$ cat config.mk
export PLATFORM = sky130hd
export DESIGN_NAME = sao_bo_stat_ctrl_flat
export DESIGN_NICKNAME = d
export VERILOG_FILES = /design/src/rtl/sao_bo_stat_ctrl_if.sv /design/src/rtl/sao_bo_stat_ctrl.sv /design/src/flat_wrapper.sv
export SDC_FILE = /design/constraint.sdc
export NUM_CORES = 1
export LEC_CHECK = 0
export BUFFER_PORTS_ARGS = -buffer_cell sky130_fd_sc_hd__buf_2
export CORE_MARGIN = 8
export CORE_UTILIZATION = 56
export DETAILED_ROUTE_END_ITERATION = 10
export PLACE_DENSITY = 0.8
export SKIP_LAST_GASP = 1
export SYNTH_ARGS = -nofsm -noshare
export SYNTH_HDL_FRONTEND = slang
export SYNTH_SLANG_ARGS = --single-unit
$ cat constraint.sdc
create_clock -name clk -period 4.6 [get_ports clk]
set_input_delay 0.46 -clock clk [delete_from_list [all_inputs] [get_ports clk]]
set_output_delay 0.46 -clock clk [all_outputs]
set_load 0.02 [all_outputs]
$ cat src/rtl/sao_bo_stat_ctrl_if.sv
// Beat-level link between the SAO band-offset statistics controller and the
// reconstruction buffer / statistics accumulator it steers.
interface sao_bo_stat_ctrl_if #(
  parameter int unsigned N_PIX    = 4,
  parameter int unsigned CTU_LOG2 = 5
);
  logic                pix_vld_i;
  logic                stall_i;
  logic                en_o;
  logic [1:0]          cidx_o;
  logic [N_PIX-1:0]    b_use_o;
  logic                not_end_o;
  logic                wait_forpre_o;
  logic                refresh_o;
  logic [CTU_LOG2-1:0] x_o;
  logic [CTU_LOG2-1:0] y_o;

  // Controller side
  modport master (
    input  pix_vld_i, stall_i,
    output en_o, cidx_o, b_use_o, not_end_o, wait_forpre_o, refresh_o, x_o, y_o
  );

  // Buffer / accumulator side
  modport slave (
    output pix_vld_i, stall_i,
    input  en_o, cidx_o, b_use_o, not_end_o, wait_forpre_o, refresh_o, x_o, y_o
  );
endinterface

$ cat src/rtl/sao_bo_stat_ctrl.sv
// Sequences band-offset statistics collection over one CTU: Y, Cb, Cr scanned
// in N_PIX-wide beats, each preceded by an accumulator refresh and followed by a pipeline drain.
module sao_bo_stat_ctrl #(
  parameter int unsigned N_PIX    = 4,
  parameter int unsigned CTU_LOG2 = 5,
  parameter int unsigned PIPE_LAT = 2
) (
  input  logic                clk,
  input  logic                arst_n,
  input  logic                rst_n,
  input  logic                start_i,
  input  logic [CTU_LOG2:0]   ctu_w_i,
  input  logic [CTU_LOG2:0]   ctu_h_i,
  sao_bo_stat_ctrl_if.master  pix_if,
  output logic                busy_o,
  output logic                done_o
);

  localparam int unsigned DW = CTU_LOG2 + 1;
  localparam int unsigned PW = CTU_LOG2 + 2;
  localparam int unsigned CW = (PIPE_LAT > 1) ? $clog2(PIPE_LAT) : 1;

  typedef enum logic [2:0] {
    ST_IDLE,
    ST_REFRESH,
    ST_SCAN,
    ST_DRAIN,
    ST_DONE
  } state_t;

  state_t              state_q, state_d;
  logic [1:0]          cidx_q, cidx_d;
  logic [CTU_LOG2-1:0] x_q, x_d;
  logic [CTU_LOG2-1:0] y_q, y_d;
  logic [DW-1:0]       w_q, w_d;
  logic [DW-1:0]       h_q, h_d;
  logic [CW-1:0]       cnt_q, cnt_d;

  logic [DW-1:0]       comp_w_c;
  logic [DW-1:0]       comp_h_c;
  logic [PW-1:0]       x_next_c;
  logic                last_col_c;
  logic                last_row_c;
  logic [N_PIX-1:0]    b_use_c;

  logic                en_c;
  logic                refresh_c;
  logic                not_end_c;
  logic                wait_c;
  logic [N_PIX-1:0]    b_use_out_c;
  logic                busy_c;
  logic                done_c;

  // Chroma planes are 4:2:0 subsampled, rounding odd luma sizes up
  always_comb begin
    comp_w_c = w_q;
    comp_h_c = h_q;
    if (cidx_q != 2'd0) begin
      comp_w_c = DW'((PW'(w_q) + PW'(1)) >> 1);
      comp_h_c = DW'((PW'(h_q) + PW'(1)) >> 1);
    end
  end

  assign x_next_c   = PW'(x_q) + PW'(N_PIX);
  assign last_col_c = (x_next_c >= PW'(comp_w_c));
  assign last_row_c = (PW'(y_q) == (PW'(comp_h_c) - PW'(1)));

  always_comb begin
    b_use_c = '0;
    for (int unsigned i = 0; i < N_PIX; i++) begin
      b_use_c[i] = ((PW'(x_q) + PW'(i)) < PW'(comp_w_c));
    end
  end

  // Next-state and output decode
  always_comb begin
    state_d     = state_q;
    cidx_d      = cidx_q;
    x_d         = x_q;
    y_d         = y_q;
    w_d         = w_q;
    h_d         = h_q;
    cnt_d       = cnt_q;
    en_c        = 1'b0;
    refresh_c   = 1'b0;
    not_end_c   = 1'b0;
    wait_c      = 1'b0;
    b_use_out_c = '0;
    busy_c      = 1'b1;
    done_c      = 1'b0;

    case (state_q)
      ST_IDLE: begin
        busy_c = 1'b0;
        if (start_i) begin
          state_d = ST_REFRESH;
          cidx_d  = 2'd0;
          x_d     = '0;
          y_d     = '0;
          w_d     = ctu_w_i;
          h_d     = ctu_h_i;
        end
      end

      ST_REFRESH: begin
        refresh_c = 1'b1;
        x_d       = '0;
        y_d       = '0;
        state_d   = ST_SCAN;
      end

      ST_SCAN: begin
        en_c        = pix_if.pix_vld_i & ~pix_if.stall_i;
        wait_c      = ~pix_if.pix_vld_i;
        b_use_out_c = b_use_c;
        not_end_c   = ~(last_col_c & last_row_c);
        if (en_c) begin
          if (last_col_c) begin
            x_d = '0;
            if (last_row_c) begin
              y_d     = '0;
              cnt_d   = '0;
              state_d = ST_DRAIN;
            end else begin
              y_d = y_q + CTU_LOG2'(1);
            end
          end else begin
            x_d = CTU_LOG2'(x_next_c);
          end
        end
      end

      ST_DRAIN: begin
        if (cnt_q == CW'(PIPE_LAT - 1)) begin
          if (cidx_q == 2'd2) begin
            state_d = ST_DONE;
          end else begin
            cidx_d  = cidx_q + 2'd1;
            state_d = ST_REFRESH;
          end
        end else begin
          cnt_d = cnt_q + CW'(1);
        end
      end

      ST_DONE: begin
        done_c  = 1'b1;
        state_d = ST_IDLE;
      end

      default: begin
        state_d = ST_IDLE;
      end
    endcase
  end

  // State registers; the synchronous clear aborts a CTU without a done pulse
  always_ff @(posedge clk or negedge arst_n) begin
    if (!arst_n) begin
      state_q <= ST_IDLE;
      cidx_q  <= '0;
      x_q     <= '0;
      y_q     <= '0;
      w_q     <= '0;
      h_q     <= '0;
      cnt_q   <= '0;
    end else if (!rst_n) begin
      state_q <= ST_IDLE;
      cidx_q  <= '0;
      x_q     <= '0;
      y_q     <= '0;
      w_q     <= '0;
      h_q     <= '0;
      cnt_q   <= '0;
    end else begin
      state_q <= state_d;
      cidx_q  <= cidx_d;
      x_q     <= x_d;
      y_q     <= y_d;
      w_q     <= w_d;
      h_q     <= h_d;
      cnt_q   <= cnt_d;
    end
  end

  assign pix_if.en_o          = en_c;
  assign pix_if.cidx_o        = cidx_q;
  assign pix_if.b_use_o       = b_use_out_c;
  assign pix_if.not_end_o     = not_end_c;
  assign pix_if.wait_forpre_o = wait_c;
  assign pix_if.refresh_o     = refresh_c;
  assign pix_if.x_o           = x_q;
  assign pix_if.y_o           = y_q;
  assign busy_o               = busy_c;
  assign done_o               = done_c;

endmodule

$ cat src/flat_wrapper.sv
// flat-port wrapper written by rule: the top's interface ports become plain ports
module sao_bo_stat_ctrl_flat 
#(
  parameter int unsigned N_PIX    = 4,
  parameter int unsigned CTU_LOG2 = 5,
  parameter int unsigned PIPE_LAT = 2
)
  (clk, arst_n, rst_n, start_i, ctu_w_i, ctu_h_i, busy_o, done_o, pix_if_pix_vld_i, pix_if_stall_i, pix_if_en_o, pix_if_cidx_o, pix_if_b_use_o, pix_if_not_end_o, pix_if_wait_forpre_o, pix_if_refresh_o, pix_if_x_o, pix_if_y_o);
  sao_bo_stat_ctrl_if #(.N_PIX(N_PIX), .CTU_LOG2(CTU_LOG2)) pix_if_i ();
  input  logic clk;
  input  logic arst_n;
  input  logic rst_n;
  input  logic start_i;
  input  logic [CTU_LOG2:0] ctu_w_i;
  input  logic [CTU_LOG2:0] ctu_h_i;
  output logic busy_o;
  output logic done_o;
  input wire logic [$bits(pix_if_i.pix_vld_i)-1:0] pix_if_pix_vld_i;
  input wire logic [$bits(pix_if_i.stall_i)-1:0] pix_if_stall_i;
  output wire logic [$bits(pix_if_i.en_o)-1:0] pix_if_en_o;
  output wire logic [$bits(pix_if_i.cidx_o)-1:0] pix_if_cidx_o;
  output wire logic [$bits(pix_if_i.b_use_o)-1:0] pix_if_b_use_o;
  output wire logic [$bits(pix_if_i.not_end_o)-1:0] pix_if_not_end_o;
  output wire logic [$bits(pix_if_i.wait_forpre_o)-1:0] pix_if_wait_forpre_o;
  output wire logic [$bits(pix_if_i.refresh_o)-1:0] pix_if_refresh_o;
  output wire logic [$bits(pix_if_i.x_o)-1:0] pix_if_x_o;
  output wire logic [$bits(pix_if_i.y_o)-1:0] pix_if_y_o;
  assign pix_if_i.pix_vld_i = pix_if_pix_vld_i;
  assign pix_if_i.stall_i = pix_if_stall_i;
  assign pix_if_en_o = pix_if_i.en_o;
  assign pix_if_cidx_o = pix_if_i.cidx_o;
  assign pix_if_b_use_o = pix_if_i.b_use_o;
  assign pix_if_not_end_o = pix_if_i.not_end_o;
  assign pix_if_wait_forpre_o = pix_if_i.wait_forpre_o;
  assign pix_if_refresh_o = pix_if_i.refresh_o;
  assign pix_if_x_o = pix_if_i.x_o;
  assign pix_if_y_o = pix_if_i.y_o;
  sao_bo_stat_ctrl #(.N_PIX(N_PIX), .CTU_LOG2(CTU_LOG2), .PIPE_LAT(PIPE_LAT)) u_core (.clk(clk), .arst_n(arst_n), .rst_n(rst_n), .start_i(start_i), .ctu_w_i(ctu_w_i), .ctu_h_i(ctu_h_i), .pix_if(pix_if_i), .busy_o(busy_o), .done_o(done_o));
endmodule
==> flow_summary.yaml, run 1 <==
worst_setup_path:
  cp_slowest_cell: "ha_1"
  critical-path-max-stage-delay_ns: 0.69
  crit_path_cell_trace: "inv_1 -> ha_1 -> mux2i_1 -> ha_1 -> nand3_1 -> or4b_1 -> and3_4 -> nor4b_4 -> a21oi_1 -> buf_2"
  crit_top_cell: "ha_1"
  crit_required_ns: 4.14
  worstPathMaxFanout: 23
  ff2ff_setup_slack_ns: 1.09
  path_class: "reg -> out"
  start_kind: "flip-flop"
  endpoint_kind: "output port"
  critical_path_arrival_ns: 3.61
power_and_ir_drop:
  power.density_mw_per_mm2: 326
  power_uw: 793
  max-vdd-ir-drop_mv: 0.176
  p_leak_nw: 1.20
outcome:
  status: "complete, no violations"
clock_network:
  cts_setup_buffers: 0
  cts_num_sinks: 26
  h-tree-depth: 1
  cts_hold_buf: 0
  clockBufferDepth: 2
  cts_tree: "yes"
  cts_resized: 0
  clk_pin_slew_ns: 0.09
  cts_root_buf: "clkbuf_8"
  insertion_delay_ns: 0.28
  cts-buffers-inserted: 3
floorplanning:
  start_util_pct: 58.9
  die_area_mm2: 0.00612
  core_mm2: 0.00369
  core.rowCount: 22
  die_w_um: 78.3
  io_pins: 40
  die_y_um: 78.3
sta:
  maxClockFrequency_mhz: 246
  clock_skew_ns: 0.00271
  hold_viol: 0
  finalSetupViolations: 0
  fin_crit_sh_pct: 88.4
  worstMarginPinSlew_ns: 0.795
  slew_headroom_pct: 47.0
  fin_worst_hold_slack_ns: 0.170
  fin_setup_tns_ns: 0
  post-route-min-period_ns: 4.07
  rsz0062_at_grt: "false"
  final_max_slew_viol_count: 0
yosys:
  ys.flop_type: "dfrtp_1"
  postSynth.asyncResetShare_pct: 100
  synthCells: 260
  ys_warn_count: 0
  syn-cell-area_mm2: 0.00217
  ys_ff_latch: 26
  seq_area_frac_synth_pct: 30.0
  avgSynthCellArea_um2: 8.35
  yosys.cell_types.count: 52
  synth-edff-count: 0
final_layout:
  area_delta_synth_final_pct: 12.2
  finalNetCount: 329
  layout-drive-gt1-share_pct: 19.3
  n_antenna_cell: 0
routing:
  vias: 1969
  drt_iter0_drc: 65
  firstDrtPassIters: 4
  ant_nets: 0
  drt_wl_total_um: 4760
  vias_per_cell: 5.83
  post_drt_wl_per_cell_um: 14.1
  drcViolationCount: 0
grt:
  grt_max_degree: 27
  overflow: 0
  grt_pass1_vias: 1863
  antenna_found_initial: 0
  grt_first_pass_wirelength_um: 7980
  grtUsageTotal_pct: 15.2
worst_hold_path:
  hp-class: "in -> async"
flow_run:
  drv_cap: 0
place:
  hpwl_um: 3630
  io_buffer_count: 37
  gp_congestion: 0.837
## stage by stage
step / instances / worst slack, ns / cell area [um2] / util, %
3_3_place_gp: 334 / 0.994 / 2360 / 64.1
3_5_place_dp: 334 / 0.882 / 2360 / 64.1
4_1_cts: 338 / 0.558 / 2440 / 66.0
2_1_floorplan: 263 / 0.956 / 2180 / -
6_report: 338 / 0.531 / 2440 / 66.0
5_1_grt: 338 / 0.285 / 2440 / 66.0
## worst max-delay path, delay by kind of cell (launching register included)
kind,cells,cell delay (ns)
and+or+nand+nor,4,1.26
adders and majority gates,2,0.94
DFF,1,0.39
muxes,1,0.35
buffers and inverters,2,0.29
AOI/OAI and AO/OA,1,0.10
## layout make-up
cell class | instances | area [um2]
Clock buffer | 3 | 41.3
Clock inverter | 1 | 30.0
Fill cell | 327 | 1250
Inverter | 6 | 22.5
Multi-Input combinational cell | 217 | 1450
Sequential cell | 26 | 651
Tap cell | 48 | 60.1
Timing Repair Buffer | 37 | 185
## per-layer routing
metal / GRT usage [%] / vias up / share of wire (%)
li1: - / 988 / -
met1: 18.3 / 941 / 46
met2: 27.6 / 35 / 49
met3: 2.16 / 5 / 3.7
met4: 3.52 / 0 / 0.93
met5: 0 / - / 0
## placed cells by master (no fill, tap or decap), types with 3 or more instances in the layout
| cell type | n |
|---|---|
| nand2_1 | 41 |
| buf_2 | 37 |
| o21ai_0 | 29 |
| dfrtp_1 | 26 |
| ha_1 | 20 |
| nor2_1 | 17 |
| a21oi_1 | 9 |
| nand2b_1 | 9 |
| nor2b_1 | 8 |
| inv_1 | 6 |
| nand3_1 | 6 |
| and3_1 | 6 |
| a21o_1 | 6 |
| xnor2_1 | 5 |
| or3_1 | 4 |
| xor2_1 | 4 |
| mux2i_1 | 4 |
| conb_1 | 4 |
| nand4_1 | 3 |
| o21a_1 | 3 |
| nor3_1 | 3 |
| clkbuf_8 | 3 |
## cells by family after synthesis
| group | after synthesis | synth area share, % |
|---|---|---|
| buffers and inverters | 20 | 3.92 |
| XOR/XNOR | 9 | 3.63 |
| flip-flops | 26 | 30.0 |
| AO/OA/AOI/OAI | 72 | 22.6 |
| AND/OR/NAND/NOR | 107 | 25.8 |
| adder cells (fa/ha/maj) | 20 | 11.5 |
| other | 1 | 0.173 |
| multiplexers | 5 | 2.36 |
## flip-flops by register name, indices dropped and copies added, names as in the netlist
name                  count
u_core.pix_if.y_o         5
u_core.cnt_q              1
u_core.w_q                6
u_core.pix_if.x_o         3
u_core.pix_if.cidx_o      2
u_core.state_q            3
u_core.h_q                6
## where the power goes
| part | total, mW | internal, mW | switching (mW) |
|---|---|---|---|
| sequential | 0.287 | 0.250 | 0.0378 |
| combinational | 0.310 | 0.127 | 0.183 |
| clock | 0.196 | 0.117 | 0.0791 |
## Yosys cell counts (3+ instances only)
library cell / instances / area share [%]
a21o_1: 6 / 2.1
a21oi_1: 9 / 2.1
and3_1: 6 / 1.7
clkbuf_1: 9 / 1.6
dfrtp_1: 26 / 30
ha_1: 20 / 12
inv_1: 6 / 1.0
mux2i_1: 4 / 1.8
nand2_1: 41 / 7.1
nand2b_1: 9 / 2.6
nand3_1: 6 / 1.4
nand4_1: 3 / 0.86
nor2_1: 17 / 2.9
nor2b_1: 8 / 2.3
nor3_1: 3 / 0.69
o21a_1: 3 / 1.0
o21ai_0: 29 / 6.7
or3_1: 4 / 1.2
xnor2_1: 5 / 2.0
xor2_1: 4 / 1.6
## final timing paths
kind	from	endpoint	depth (start not counted)
max	u_core.pix_if.cidx_o[0]$_DFFE_PN0P_	pix_if_not_end_o	10
min reg2reg	u_core.w_q[5]$_DFFE_PN0P_	u_core.w_q[5]$_DFFE_PN0P_	2
max reg2reg	u_core.pix_if.cidx_o[0]$_DFFE_PN0P_	u_core.pix_if.y_o[4]$_DFFE_PN0P_	11
min	arst_n	u_core.h_q[2]$_DFFE_PN0P_	1
max in group asynchronous	arst_n	u_core.w_q[0]$_DFFE_PN0P_	1
min in group clk	ctu_h_i[1]	u_core.h_q[1]$_DFFE_PN0P_	3
Note: power is estimated with default switching activity, not from simulation.
==> run 2, diff against run 1 <==
BUFFER_PORTS_ARGS = default   (was -buffer_cell sky130_fd_sc_hd__buf_2)
CORE_UTILIZATION = 60   (was 56)
DONT_BUFFER_PORTS = 1   (was default)
PLACE_DENSITY = default   (was 0.8)
PLACE_DENSITY_LB_ADDON = 0.05   (was default)
==> run 2 against run 1 <==
Clock power is 41% lower. Sequential cell count stayed put. Die area down 5.3%. Largest power group is now sequential cells. Wire length decreased by 7.8%. Sequential share of layout area rose by 2.3 points. Power is 13% lower. Core utilization down 3.3 points. Worst hold slack gained 0.079 ns. Cell area decreased by 7.8%. Via count shrank 10%. Non-clock buffer count fell by 35. Combinational power down 9.0%. Largest cell class unchanged.
==> flow_summary.yaml, run 2 (synthesized netlist as in run 1, its figures left out) <==
grt:
  grt_first_pass_wirelength_um: 7710
  grtUsageTotal_pct: 15.4
  antenna_found_initial: 0
  grt_max_degree: 27
  grt_pass1_vias: 1654
  overflow: 0
worst_setup_path:
  endpoint_kind: "output port"
  crit_path_cell_trace: "inv_1 -> ha_1 -> mux2i_1 -> ha_1 -> nand3_1 -> or4b_1 -> and3_4 -> nor4b_4 -> a21oi_1"
  critical-path-max-stage-delay_ns: 0.68
  cp_top_family: "simple AND/OR/NAND/NOR gates"
  start_kind: "flip-flop"
  cp_slowest_cell: "ha_1"
  crit_required_ns: 4.14
  crit_top_cell: "ha_1"
  worstPathMaxFanout: 23
  path_class: "reg -> out"
  path_buf_inv: 1
  critical_path_arrival_ns: 3.73
final_layout:
  mostFrequentLayoutCells: "nand2_1 (41), o21ai_0 (29), dfrtp_1 (26)"
  area_delta_synth_final_pct: 3.46
  layout-drive-gt1-share_pct: 7.84
  regArea_um2: 651
  fin_util_pct: 62.8
  finalNetCount: 294
  multi_input_area_mm2: 0.00145
  layout_commonest_cell: "nand2_1"
  n_antenna_cell: 0
  n_fill_cell: 325
  final_cell_area_mm2: 0.00225
  finalNonFillerCells: 303
sta:
  fin_worst_hold_slack_ns: 0.249
  rsz0062_at_grt: "false"
  hold_viol: 0
  post-route-min-period_ns: 4.19
  fin_setup_tns_ns: 0
  clock_skew_ns: 0.00644
  finalSetupViolations: 0
  setup_slack_ns: 0.411
  fin_crit_sh_pct: 91.1
  final_max_slew_viol_count: 0
  slew_headroom_pct: 47.6
  worstMarginPinSlew_ns: 0.786
  maxClockFrequency_mhz: 239
floorplanning:
  io_pins: 40
  die_w_um: 76.2
  die_area_mm2: 0.00580
  start_util_pct: 60.7
  die_y_um: 76.2
  core.rowCount: 22
  core_mm2: 0.00358
routing:
  drcViolationCount: 0
  drt_wl_total_um: 4380
  drt_iter0_drc: 66
  post_drt_wl_per_cell_um: 14.5
  vias: 1771
  ant_nets: 0
  firstDrtPassIters: 4
  vias_per_cell: 5.84
flow_run:
  drv_cap: 0
place:
  gp_congestion: 0.828
  dpl_cell_area_mm2: 0.00218
  io_buffer_count: 0
  hpwl_um: 3430
  placedCellCount: 297
  pre_cts_ws_ns: 0.727
clock_network:
  cts_resized: 0
  cts_num_sinks: 26
  clk_pin_slew_ns: 0.14
  insertion_delay_ns: 0.32
  clockBufferDepth: 2
  cts_tree: "yes"
  cts_root_buf: "clkbuf_4"
  cts-buffers-inserted: 3
  h-tree-depth: 1
power_and_ir_drop:
  power.density_mw_per_mm2: 307
  max-vdd-ir-drop_mv: 0.184
  power_uw: 690
  p_leak_nw: 1.03
outcome:
  status: "complete, no violations"
worst_hold_path:
  hp-class: "in -> reg"
run 2: worst register-to-register path: stages (launching register included):
cell and delay (ns):
dfrtp_1 0.48, inv_1 0.14, ha_1 0.68, o22ai_1 0.33
ha_1 0.38, nand4_1 0.09, o21ai_0 0.20, a21o_1 0.24
nor2_1 0.10, or2_2 0.32, or3_4 0.39, o31ai_2 0.18
run 2: path summary, 6_finish.rpt:
check / startpoint / to / slack, ns / cells past startpoint
max in group asynchronous: arst_n / u_core.pix_if.y_o[3]$_DFFE_PN0P_ / 3.90 / 2
worst max register to register: u_core.pix_if.cidx_o[0]$_DFFE_PN0P_ / u_core.pix_if.y_o[4]$_DFFE_PN0P_ / 1.01 / 11
worst min-delay path: rst_n / u_core.w_q[1]$_DFFE_PN0P_ / 0.25 / 2
min in group asynchronous: arst_n / u_core.w_q[2]$_DFFE_PN0P_ / 0.55 / 2
worst min register to register: u_core.h_q[5]$_DFFE_PN0P_ / u_core.h_q[5]$_DFFE_PN0P_ / 0.58 / 2
worst max-delay path: u_core.pix_if.cidx_o[0]$_DFFE_PN0P_ / pix_if_not_end_o / 0.41 / 9
run 2: cell type report:
class                   instances  area share, %
clock buffers                   4           1.62
inverters                       6           1.00
multi-input cells             217           64.4
flip-flops and latches         26           29.0
well taps                      48           2.67
repair buffers                  2           1.34
run 2: repair_timing:
item | CTS | global route
endpoints found under the setup margin | 0 | 0
hold buffers | 2 | 0
buffers inserted | 0 | 0
hold endpoints to repair | 26 | 0
run 2: report_power, final:
part	internal [mW]	total (mW)	switching [mW]
Combinational	0.113	0.282	0.169
Sequential	0.250	0.292	0.0428
Clock	0.0484	0.116	0.0676
Total	0.411	0.690	0.279
run 2: per-layer routing:
layer  GRT usage (%)  part of all wire (%)  wire, um
met1            20.7                    51      2240
met2            23.7                    42      1860
met3            3.18                   4.7       206
met4            5.77                   1.9        85
met5               0                     0         0
==> run 3, diff against run 2 <==
CORE_MARGIN = default   (was 8)
MAX_ROUTING_LAYER = met4   (was default)
==> run 3 against run 2 <==
Setup slack better by 0.024 ns. Die area down 33%. Non-clock buffer count stayed put. Sequential power is essentially flat. Global-route usage grew 9.4 points. Wire length down 3.0%. Clock power about the same. Cell count shrank 0.66%. Sequential share of layout area hardly changed. Largest cell class unchanged.
==> flow_summary.yaml, run 3 (synthesized netlist as in run 1, its figures left out) <==
routing:
  post_drt_wl_per_cell_um: 14.1
  drt_iter0_drc: 75
  drcViolationCount: 0
  drt_wl_total_um: 4250
  vias_per_cell: 5.93
  firstDrtPassIters: 4
  vias: 1784
  ant_nets: 0
sta:
  finalSetupViolations: 0
  final_max_slew_viol_count: 0
  rsz0062_at_grt: "false"
  worstMarginPinSlew_ns: 0.766
  maxClockFrequency_mhz: 240
  post-route-min-period_ns: 4.17
  fin_crit_sh_pct: 90.6
  setup_slack_ns: 0.434
  fin_setup_tns_ns: 0
  clock_skew_ns: 0.00650
  hold_viol: 0
  slew_headroom_pct: 48.9
worst_setup_path:
  crit_top_cell: "ha_1"
  cp_slowest_cell: "ha_1"
  endpoint_kind: "output port"
  critical_path_arrival_ns: 3.71
  path_class: "reg -> out"
  crit_path_cell_trace: "inv_1 -> ha_1 -> mux2i_1 -> ha_1 -> nand3_1 -> or4b_1 -> and3_4 -> nor4b_4 -> a21oi_1"
  critical-path-max-stage-delay_ns: 0.67
  crit_required_ns: 4.14
  ff2ff_setup_slack_ns: 1.05
  start_kind: "flip-flop"
  worstPathMaxFanout: 23
  reg2regPathDepth: 10
final_layout:
  layout-drive-gt1-share_pct: 7.84
  fin_util_pct: 66.2
  finalNonFillerCells: 301
  finalNetCount: 294
  mostFrequentLayoutCells: "nand2_1 (41), o21ai_0 (29), dfrtp_1 (26)"
  n_antenna_cell: 0
  area_delta_synth_final_pct: 3.34
  layout_commonest_cell: "nand2_1"
  n_fill_cell: 306
place:
  hpwl_um: 3210
  io_buffer_count: 0
  pre_cts_ws_ns: 0.812
  gp_congestion: 0.838
  placedCellCount: 295
grt:
  antenna_found_initial: 0
  grtUsageTotal_pct: 24.8
  overflow: 0
  grt_first_pass_wirelength_um: 7620
  met3_usage_pct: 3.68
  met1_usage_pct: 34.2
  met2_usage_pct: 38.6
  grt_max_degree: 27
  grt_pass1_vias: 1647
  grt.busiest_layer: "met2"
floorplanning:
  die_area_mm2: 0.00386
  die_y_um: 62.2
  die_w_um: 62.2
  core_mm2: 0.00339
  start_util_pct: 64.0
  io_pins: 40
  core.rowCount: 21
clock_network:
  cts_root_buf: "clkbuf_4"
  h-tree-depth: 1
  insertion_delay_ns: 0.33
  cts_tree: "yes"
  cts-buffers-inserted: 3
  clk_pin_slew_ns: 0.14
  clockBufferDepth: 2
  cts_resized: 0
  cts_num_sinks: 26
worst_hold_path:
  holdPathStages: 2
  hp-class: "in -> reg"
outcome:
  status: "complete, no violations"
power_and_ir_drop:
  p_leak_nw: 1.03
  max-vdd-ir-drop_mv: 0.147
  power.density_mw_per_mm2: 308
flow_run:
  drv_cap: 0
==> run 3: layout make-up <==
type / count / area [um2] / share of cell area, %
Inverter: 6 / 22.5 / 1.00
Tap cell: 46 / 57.6 / 2.57
Timing Repair Buffer: 2 / 30.0 / 1.34
Sequential cell: 26 / 651 / 29.0
Multi-Input combinational cell: 217 / 1450 / 64.5
Clock buffer: 4 / 36.3 / 1.62
==> run 3: critical path: cells and delay by family, from the launching register on <==
kind                     cells  cell delay [ns]
adder cells (fa/ha/maj)      2             0.91
multiplexers                 1             0.36
AND/OR/NAND/NOR              4             1.23
AO/OA/AOI/OAI                1             0.25
flip-flops                   1             0.48
buffers and inverters        1             0.15
==> run 3: what timing repair did <==
action / 4_1_cts / 5_1_grt
hold endpoints to repair: 26 / 0
hold buffers: 2 / 0
setup buffers: 0 / 0
==> run 3: stage by stage <==
step	instance area (um2)	hold slack, ns	power (mW)
floorplan	2180	0.164	0.525
global placement	2180	0.165	0.566
detailed placement	2180	0.166	0.568
CTS	2240	0.236	0.695
global route	2240	0.233	0.743
finish	2240	0.245	0.691
==> run 3: final timing paths <==
| kind | from | end |
|---|---|---|
| min | rst_n | u_core.w_q[0]$_DFFE_PN0P_ |
| max in group asynchronous | arst_n | u_core.pix_if.cidx_o[1]$_DFFE_PN0P_ |
| max reg2reg | u_core.pix_if.cidx_o[0]$_DFFE_PN0P_ | u_core.pix_if.y_o[4]$_DFFE_PN0P_ |
| max | u_core.pix_if.cidx_o[0]$_DFFE_PN0P_ | pix_if_not_end_o |
| min in group asynchronous | arst_n | u_core.pix_if.x_o[3]$_DFFE_PN0P_ |
| min reg2reg | u_core.h_q[5]$_DFFE_PN0P_ | u_core.h_q[5]$_DFFE_PN0P_ |
==> run 3: power by group <==
part           internal, mW  total, mW  switching (mW)
Clock                0.0485      0.117          0.0683
Sequential            0.250      0.292          0.0429
Combinational         0.113      0.281           0.169
Total                 0.411      0.691           0.280
==> run 3: layer usage <==
layer / wire length, um / vias to the layer above
met4: 44 / 0
met2: 1840 / 49
met5: 0 / -
li1: - / 918
met1: 2190 / 812
met3: 180 / 5
